### config.mk
export PLATFORM = sky130hd
export DESIGN_NAME = demux4_buffered
export DESIGN_NICKNAME = d
export VERILOG_FILES = /design/src/rtl/demux4_pkg.sv /design/src/rtl/demux_slot.sv /design/src/rtl/demux4_buffered.sv
export SDC_FILE = /design/constraint.sdc
export NUM_CORES = 1
export LEC_CHECK = 0
export CORE_AREA = 2 2 39 41
export CTS_BUF_LIST = sky130_fd_sc_hd__clkbuf_16
export DETAILED_ROUTE_END_ITERATION = 6
export DIE_AREA = 0 0 41 43
export GPL_ROUTABILITY_DRIVEN = 0
export GPL_TIMING_DRIVEN = 0
export SYNTH_ARGS = -nofsm -noshare
export SYNTH_HDL_FRONTEND = slang
export SYNTH_HIERARCHICAL = 1
export SYNTH_SLANG_ARGS = --single-unit
### constraint.sdc
create_clock -name clk -period 1.24 [get_ports clk]
set_input_delay 0.124 -clock clk [delete_from_list [all_inputs] [get_ports clk]]
set_output_delay 0.124 -clock clk [all_outputs]
set_load 0.005 [all_outputs]
### src/rtl/demux4_pkg.sv
// Shared constants and types for the buffered 1-to-4 stream demultiplexer.
package demux4_pkg;

    localparam int NUM_CH = 4;

    typedef logic [1:0] chan_sel_t;

    localparam logic [NUM_CH-1:0] FULL_RST = 4'b0000;

endpackage

### src/rtl/demux_slot.sv
// One output channel of demux4_buffered: one-entry holding register with fill/drain control.
// Optional per-channel delivery counter built only when DEMUX4_COUNT_EN is defined.
module demux_slot
    import demux4_pkg::*;
#(
    parameter int N   = 1,
    parameter int CW  = 8,
    parameter int IDX = 0
) (
    input  logic          clk,
    input  logic          rst_n,
    input  logic          i_fill,
    input  logic [N-1:0]  i_data,
    input  logic          i_out_ready,
    output logic          o_full,
    output logic [N-1:0]  o_data,
    output logic          o_slot_ready
`ifdef DEMUX4_COUNT_EN
    ,
    output logic [CW-1:0] o_count
`endif
);

    logic         r_full;
    logic [N-1:0] r_data;
    logic         w_drain;

    assign w_drain      = r_full & i_out_ready;
    assign o_slot_ready = ~r_full | i_out_ready;
    assign o_full       = r_full;
    assign o_data       = r_data;

    // A fill in the same cycle as a drain keeps the slot full with the new word.
    always_ff @(posedge clk or negedge rst_n) begin
        if (!rst_n) begin
            r_full <= FULL_RST[IDX];
            r_data <= '0;
        end else begin
            if (i_fill) begin
                r_full <= 1'b1;
                r_data <= i_data;
            end else if (w_drain) begin
                r_full <= 1'b0;
            end
        end
    end

`ifdef DEMUX4_COUNT_EN
    logic [CW-1:0] r_count;

    always_ff @(posedge clk or negedge rst_n) begin
        if (!rst_n) begin
            r_count <= '0;
        end else if (w_drain) begin
            r_count <= r_count + 1'b1;
        end
    end

    assign o_count = r_count;
`else
    localparam int unused_cw = CW;
`endif

endmodule

### src/rtl/demux4_buffered.sv
// Buffered 1-to-4 valid/ready demultiplexer; every output is registered in a per-channel slot.
// Define DEMUX4_COUNT_EN to add the per-channel delivered-word counters count0..count3.
module demux4_buffered
    import demux4_pkg::*;
#(
    parameter int N  = 1,
    parameter int CW = 8
) (
    input  logic          clk,
    input  logic          rst_n,
    input  logic          in_valid,
    output logic          in_ready,
    input  logic [N-1:0]  in_data,
    input  logic [1:0]    in_switch,
    output logic [3:0]    out_valid,
    input  logic [3:0]    out_ready,
    output logic [N-1:0]  out0,
    output logic [N-1:0]  out1,
    output logic [N-1:0]  out2,
    output logic [N-1:0]  out3
`ifdef DEMUX4_COUNT_EN
    ,
    output logic [CW-1:0] count0,
    output logic [CW-1:0] count1,
    output logic [CW-1:0] count2,
    output logic [CW-1:0] count3
`endif
);

    chan_sel_t         w_sel;
    logic [NUM_CH-1:0] w_slot_ready;
    logic [NUM_CH-1:0] w_full;
    logic [NUM_CH-1:0] w_fill;
    logic              w_accept;
    logic [N-1:0]      w_data [NUM_CH];
`ifdef DEMUX4_COUNT_EN
    logic [CW-1:0]     w_count [NUM_CH];
`endif

    assign w_sel    = in_switch;
    // Only the addressed slot can stall the input.
    assign in_ready = w_slot_ready[w_sel];
    assign w_accept = in_valid & in_ready;

    always_comb begin
        w_fill        = '0;
        w_fill[w_sel] = w_accept;
    end

    for (genvar k = 0; k < NUM_CH; k++) begin : g_slot
        demux_slot #(
            .N   (N),
            .CW  (CW),
            .IDX (k)
        ) u_slot (
            .clk          (clk),
            .rst_n        (rst_n),
            .i_fill       (w_fill[k]),
            .i_data       (in_data),
            .i_out_ready  (out_ready[k]),
            .o_full       (w_full[k]),
            .o_data       (w_data[k]),
            .o_slot_ready (w_slot_ready[k])
`ifdef DEMUX4_COUNT_EN
            ,
            .o_count      (w_count[k])
`endif
        );
    end

    assign out_valid = w_full;
    assign out0      = w_data[0];
    assign out1      = w_data[1];
    assign out2      = w_data[2];
    assign out3      = w_data[3];

`ifdef DEMUX4_COUNT_EN
    assign count0 = w_count[0];
    assign count1 = w_count[1];
    assign count2 = w_count[2];
    assign count3 = w_count[3];
`endif

endmodule

==> flow_results.xml <==
<?xml version="1.0" encoding="UTF-8"?>
<metrics>
  <group name="clock_network">
    <metric name="cts_buffers" unit="">3</metric>
    <metric name="ctsRootBufferMaster" unit="">sky130_fd_sc_hd__clkbuf_16</metric>
    <metric name="htree_levels" unit="">1</metric>
    <metric name="tritoncts_clock_tree" unit="">built</metric>
    <metric name="cts_num_sinks" unit="">8</metric>
    <metric name="clock_insertion_delay_worst_skew" unit="ns">0.23</metric>
    <metric name="cts.reportedPaths.clkPinSlew" unit="ns">0.03</metric>
    <metric name="clock_path_buffers" unit="">2</metric>
  </group>
  <group name="synth">
    <metric name="synthDominantCellAreaShare" unit="">0.516</metric>
    <metric name="yosysWarnings" unit="">6</metric>
    <metric name="synth_cells" unit="">25</metric>
    <metric name="synth-main-ff-cell" unit="">sky130_fd_sc_hd__dfrtp_1</metric>
    <metric name="syn_avg_cell_area" unit="um2">15.5</metric>
    <metric name="syn_nets" unit="">35</metric>
    <metric name="synth_area_leaders" unit="">sky130_fd_sc_hd__dfrtp_1, sky130_fd_sc_hd__mux2_4, sky130_fd_sc_hd__nand2b_2</metric>
    <metric name="synth-async-reset-ratio" unit="">1.00</metric>
    <metric name="number_of_synthesized_flops_with_an_enable_pin" unit="">0</metric>
    <metric name="post_synth_most_frequent_cells" unit="">sky130_fd_sc_hd__dfrtp_1, sky130_fd_sc_hd__mux2_4, sky130_fd_sc_hd__nand2b_1, sky130_fd_sc_hd__nand2b_2, sky130_fd_sc_hd__and4b_2</metric>
    <metric name="synth_sequential_area_ratio" unit="">0.516</metric>
    <metric name="post-synth-top-count-cell" unit="">sky130_fd_sc_hd__dfrtp_1</metric>
    <metric name="synthDistinctLibCells" unit="">8</metric>
    <metric name="yosys_register_bits" unit="">8</metric>
    <metric name="yosys_top_cell_by_area" unit="">sky130_fd_sc_hd__dfrtp_1</metric>
    <metric name="synthesis.area" unit="um2">388</metric>
  </group>
  <group name="timing">
    <metric name="final_min_period_over_clock_period" unit="">1.12</metric>
    <metric name="highest_attainable_clock_frequency" unit="MHz">723</metric>
    <metric name="totalNegativeSetupSlack" unit="ns">-0.328</metric>
    <metric name="final-setup-viol-count" unit="">3</metric>
    <metric name="worst_slew_pin_slew" unit="ns">0.362</metric>
    <metric name="minimum_clock_period" unit="ns">1.38</metric>
    <metric name="maxSlewViolCount" unit="">0</metric>
    <metric name="finalHoldViolCount" unit="">0</metric>
    <metric name="max_slew_margin" unit="">0.758</metric>
    <metric name="finalClockSkew" unit="ns">0.000340</metric>
    <metric name="finalHoldWorstSlack" unit="ns">0.179</metric>
    <metric name="rsz0062_at_grt" unit="">true</metric>
    <metric name="post-route-worst-setup-slack" unit="ns">-0.143</metric>
  </group>
  <group name="drt">
    <metric name="routed_wl" unit="um">891</metric>
    <metric name="detailedRoute.firstIterationViolations" unit="">0</metric>
    <metric name="vias_per_cell" unit="">4.30</metric>
    <metric name="routed-via-count" unit="">301</metric>
    <metric name="drt-pass1-iter-count" unit="">1</metric>
    <metric name="postRouteAntennaNets" unit="">0</metric>
    <metric name="detail_route.drc_violations" unit="">0</metric>
    <metric name="detail_route.wl_per_cell" unit="um">12.7</metric>
  </group>
  <group name="place">
    <metric name="hpwl" unit="um">648</metric>
    <metric name="pre_cts_slack" unit="ns">-0.515</metric>
    <metric name="port_buffers" unit="">18</metric>
    <metric name="placedCellCount" unit="">59</metric>
    <metric name="dpl-instance-area" unit="um2">588</metric>
  </group>
  <group name="critical_path">
    <metric name="top_cell_family_by_delay_on_the_critical_path" unit="">buffers and inverters</metric>
    <metric name="worst_setup_path_start_kind" unit="">input port</metric>
    <metric name="worstPathCellList" unit="">clkdlybuf4s50_1, nand2b_4, mux4_2, buf_2</metric>
    <metric name="biggest_cell_delay_along_the_critical_path" unit="ns">0.44</metric>
    <metric name="critPathRequiredTime" unit="ns">1.12</metric>
    <metric name="timing.critical_path.fanout_max" unit="">2</metric>
    <metric name="critPathKind" unit="">in -&gt; out</metric>
    <metric name="ff2ff_path_depth" unit="">5</metric>
    <metric name="timing.critical_path.depth" unit="">4</metric>
    <metric name="worst-endpoint-arrival" unit="ns">1.26</metric>
    <metric name="worst_setup_path_end_kind" unit="">output pin</metric>
    <metric name="crit_path_top_delay_cell" unit="">sky130_fd_sc_hd__mux4_2</metric>
    <metric name="timing.critical_path.buf_inv" unit="">2</metric>
  </group>
  <group name="power">
    <metric name="power_density" unit="nW/um2">1420</metric>
    <metric name="total_leakage_power" unit="nW">0.367</metric>
    <metric name="power.ir.vdd_worst" unit="uV">1040</metric>
    <metric name="power.total" unit="mW">1.07</metric>
  </group>
  <group name="run">
    <metric name="max_cap_viol_count" unit="">0</metric>
  </group>
  <group name="worst_hold_path">
    <metric name="worst_hold_path_type" unit="">in -&gt; async</metric>
  </group>
  <group name="floorplanning">
    <metric name="initial_core_util" unit="">0.280</metric>
    <metric name="design.die.area" unit="um2">1760</metric>
    <metric name="die_h" unit="um">43</metric>
    <metric name="boundaryPins" unit="">19</metric>
    <metric name="die-width" unit="um">41</metric>
    <metric name="floorplan.core_area" unit="um2">1380</metric>
    <metric name="core.rowCount" unit="">14</metric>
  </group>
  <group name="global_route">
    <metric name="vias_in_the_first_global_route" unit="">309</metric>
    <metric name="grt.overflow.total" unit="">0</metric>
    <metric name="wire_length_of_the_first_global_routing_pass" unit="mm">1.32</metric>
    <metric name="global_route.usage.total" unit="">0.112</metric>
    <metric name="grt_antenna_before_repair" unit="">0</metric>
    <metric name="maximum_number_of_pins_on_one_net_before_global_route_repair" unit="">9</metric>
  </group>
  <group name="outcome">
    <metric name="violated_checks" unit="">setup timing</metric>
    <metric name="status" unit="">complete, but fails checks</metric>
  </group>
  <group name="final_layout">
    <metric name="finish.instance_area" unit="um2">754</metric>
    <metric name="layout.filler_cells" unit="">121</metric>
    <metric name="final_net_count" unit="">66</metric>
    <metric name="area_growth_syn_to_layout" unit="%">94.5</metric>
    <metric name="num_antenna_cells" unit="">0</metric>
    <metric name="drive_above_1_share" unit="">0.556</metric>
    <metric name="utilization" unit="">0.545</metric>
    <metric name="count_of_placed_standard_cells_in_the_final_layout_fillers_left_out" unit="">70</metric>
  </group>
</metrics>
==> registers in the layout, summed over array words and instances, names as in the netlist <==
| register | count |
|---|---|
| g_slot.u_slot/o_full | 4 |
| g_slot.u_slot/o_data | 4 |
==> timing repair <==
action                                  4_1_cts  5_1_grt
resized for setup                            17        2
setup buffers                                 4        4
endpoints found under the setup margin        1        4
hold buffers                                  0        0
==> worst reg2reg max path: cells and delay by family (launching register included) <==
kind	cells	cell delay, ns
buffers and inverters	2	0.23
AND/OR/NAND/NOR	2	0.31
flip-flops	1	0.37
multiplexers	1	0.30
==> cells in the final DEF, fill, tap and decap left out <==
cell	synthesis	final
sky130_fd_sc_hd__dlygate4sd2_1	0	5
sky130_fd_sc_hd__dfrtp_1	8	8
sky130_fd_sc_hd__mux4_2	1	1
sky130_fd_sc_hd__buf_2	0	1
sky130_fd_sc_hd__and4bb_2	1	1
sky130_fd_sc_hd__mux2_4	4	4
sky130_fd_sc_hd__dlymetal6s2s_1	0	1
sky130_fd_sc_hd__buf_6	0	3
sky130_fd_sc_hd__and4b_2	2	2
sky130_fd_sc_hd__and4_4	0	1
sky130_fd_sc_hd__clkbuf_16	0	3
sky130_fd_sc_hd__buf_4	0	6
sky130_fd_sc_hd__clkdlybuf4s50_1	0	10
sky130_fd_sc_hd__nand2b_2	4	4
sky130_fd_sc_hd__nand2b_4	0	4
==> where the power goes <==
part           internal (mW)  total, mW  switching [mW]
sequential             0.301      0.328          0.0275
clock                  0.414      0.523           0.109
combinational          0.162      0.222          0.0600
total                  0.877       1.07           0.196
==> final cells by class <==
class	instances	area, um2	area share
well taps	16	20.0	0.0265
multi-input cells	17	219	0.290
flip-flops and latches	8	200	0.265
repair buffers	26	240	0.318
clock buffers	3	75.1	0.0995
==> logic make-up (layout without fill, tap and decap cells) <==
family,after synthesis,after routing,share of synthesized area
muxes,5,5,0.213
and+or+nand+nor,12,12,0.271
buffers and inverters,0,29,0
DFF,8,8,0.516
==> worst paths after layout <==
kind,from,to,slack (ns)
max,out_ready[2],in_ready,-0.14
min,rst_n,g_slot[3].u_slot/o_full,0.18
max reg2reg,g_slot[2].u_slot/o_full,g_slot[2].u_slot/o_data,-0.10
min reg2reg,g_slot[2].u_slot/o_data,g_slot[2].u_slot/o_data,0.51
max in group asynchronous,rst_n,g_slot[1].u_slot/o_full,0.80
min in group clk,out_ready[0],g_slot[0].u_slot/o_full,0.31
==> per-layer routing <==
metal	vias to the layer above	track usage	share of wire
li1	149	-	-
met1	140	0.140	0.46
met2	12	0.166	0.48
met3	0	0.0314	0.061
met4	0	0.0600	0
met5	-	0	0
(Power assumes the default switching activity.)
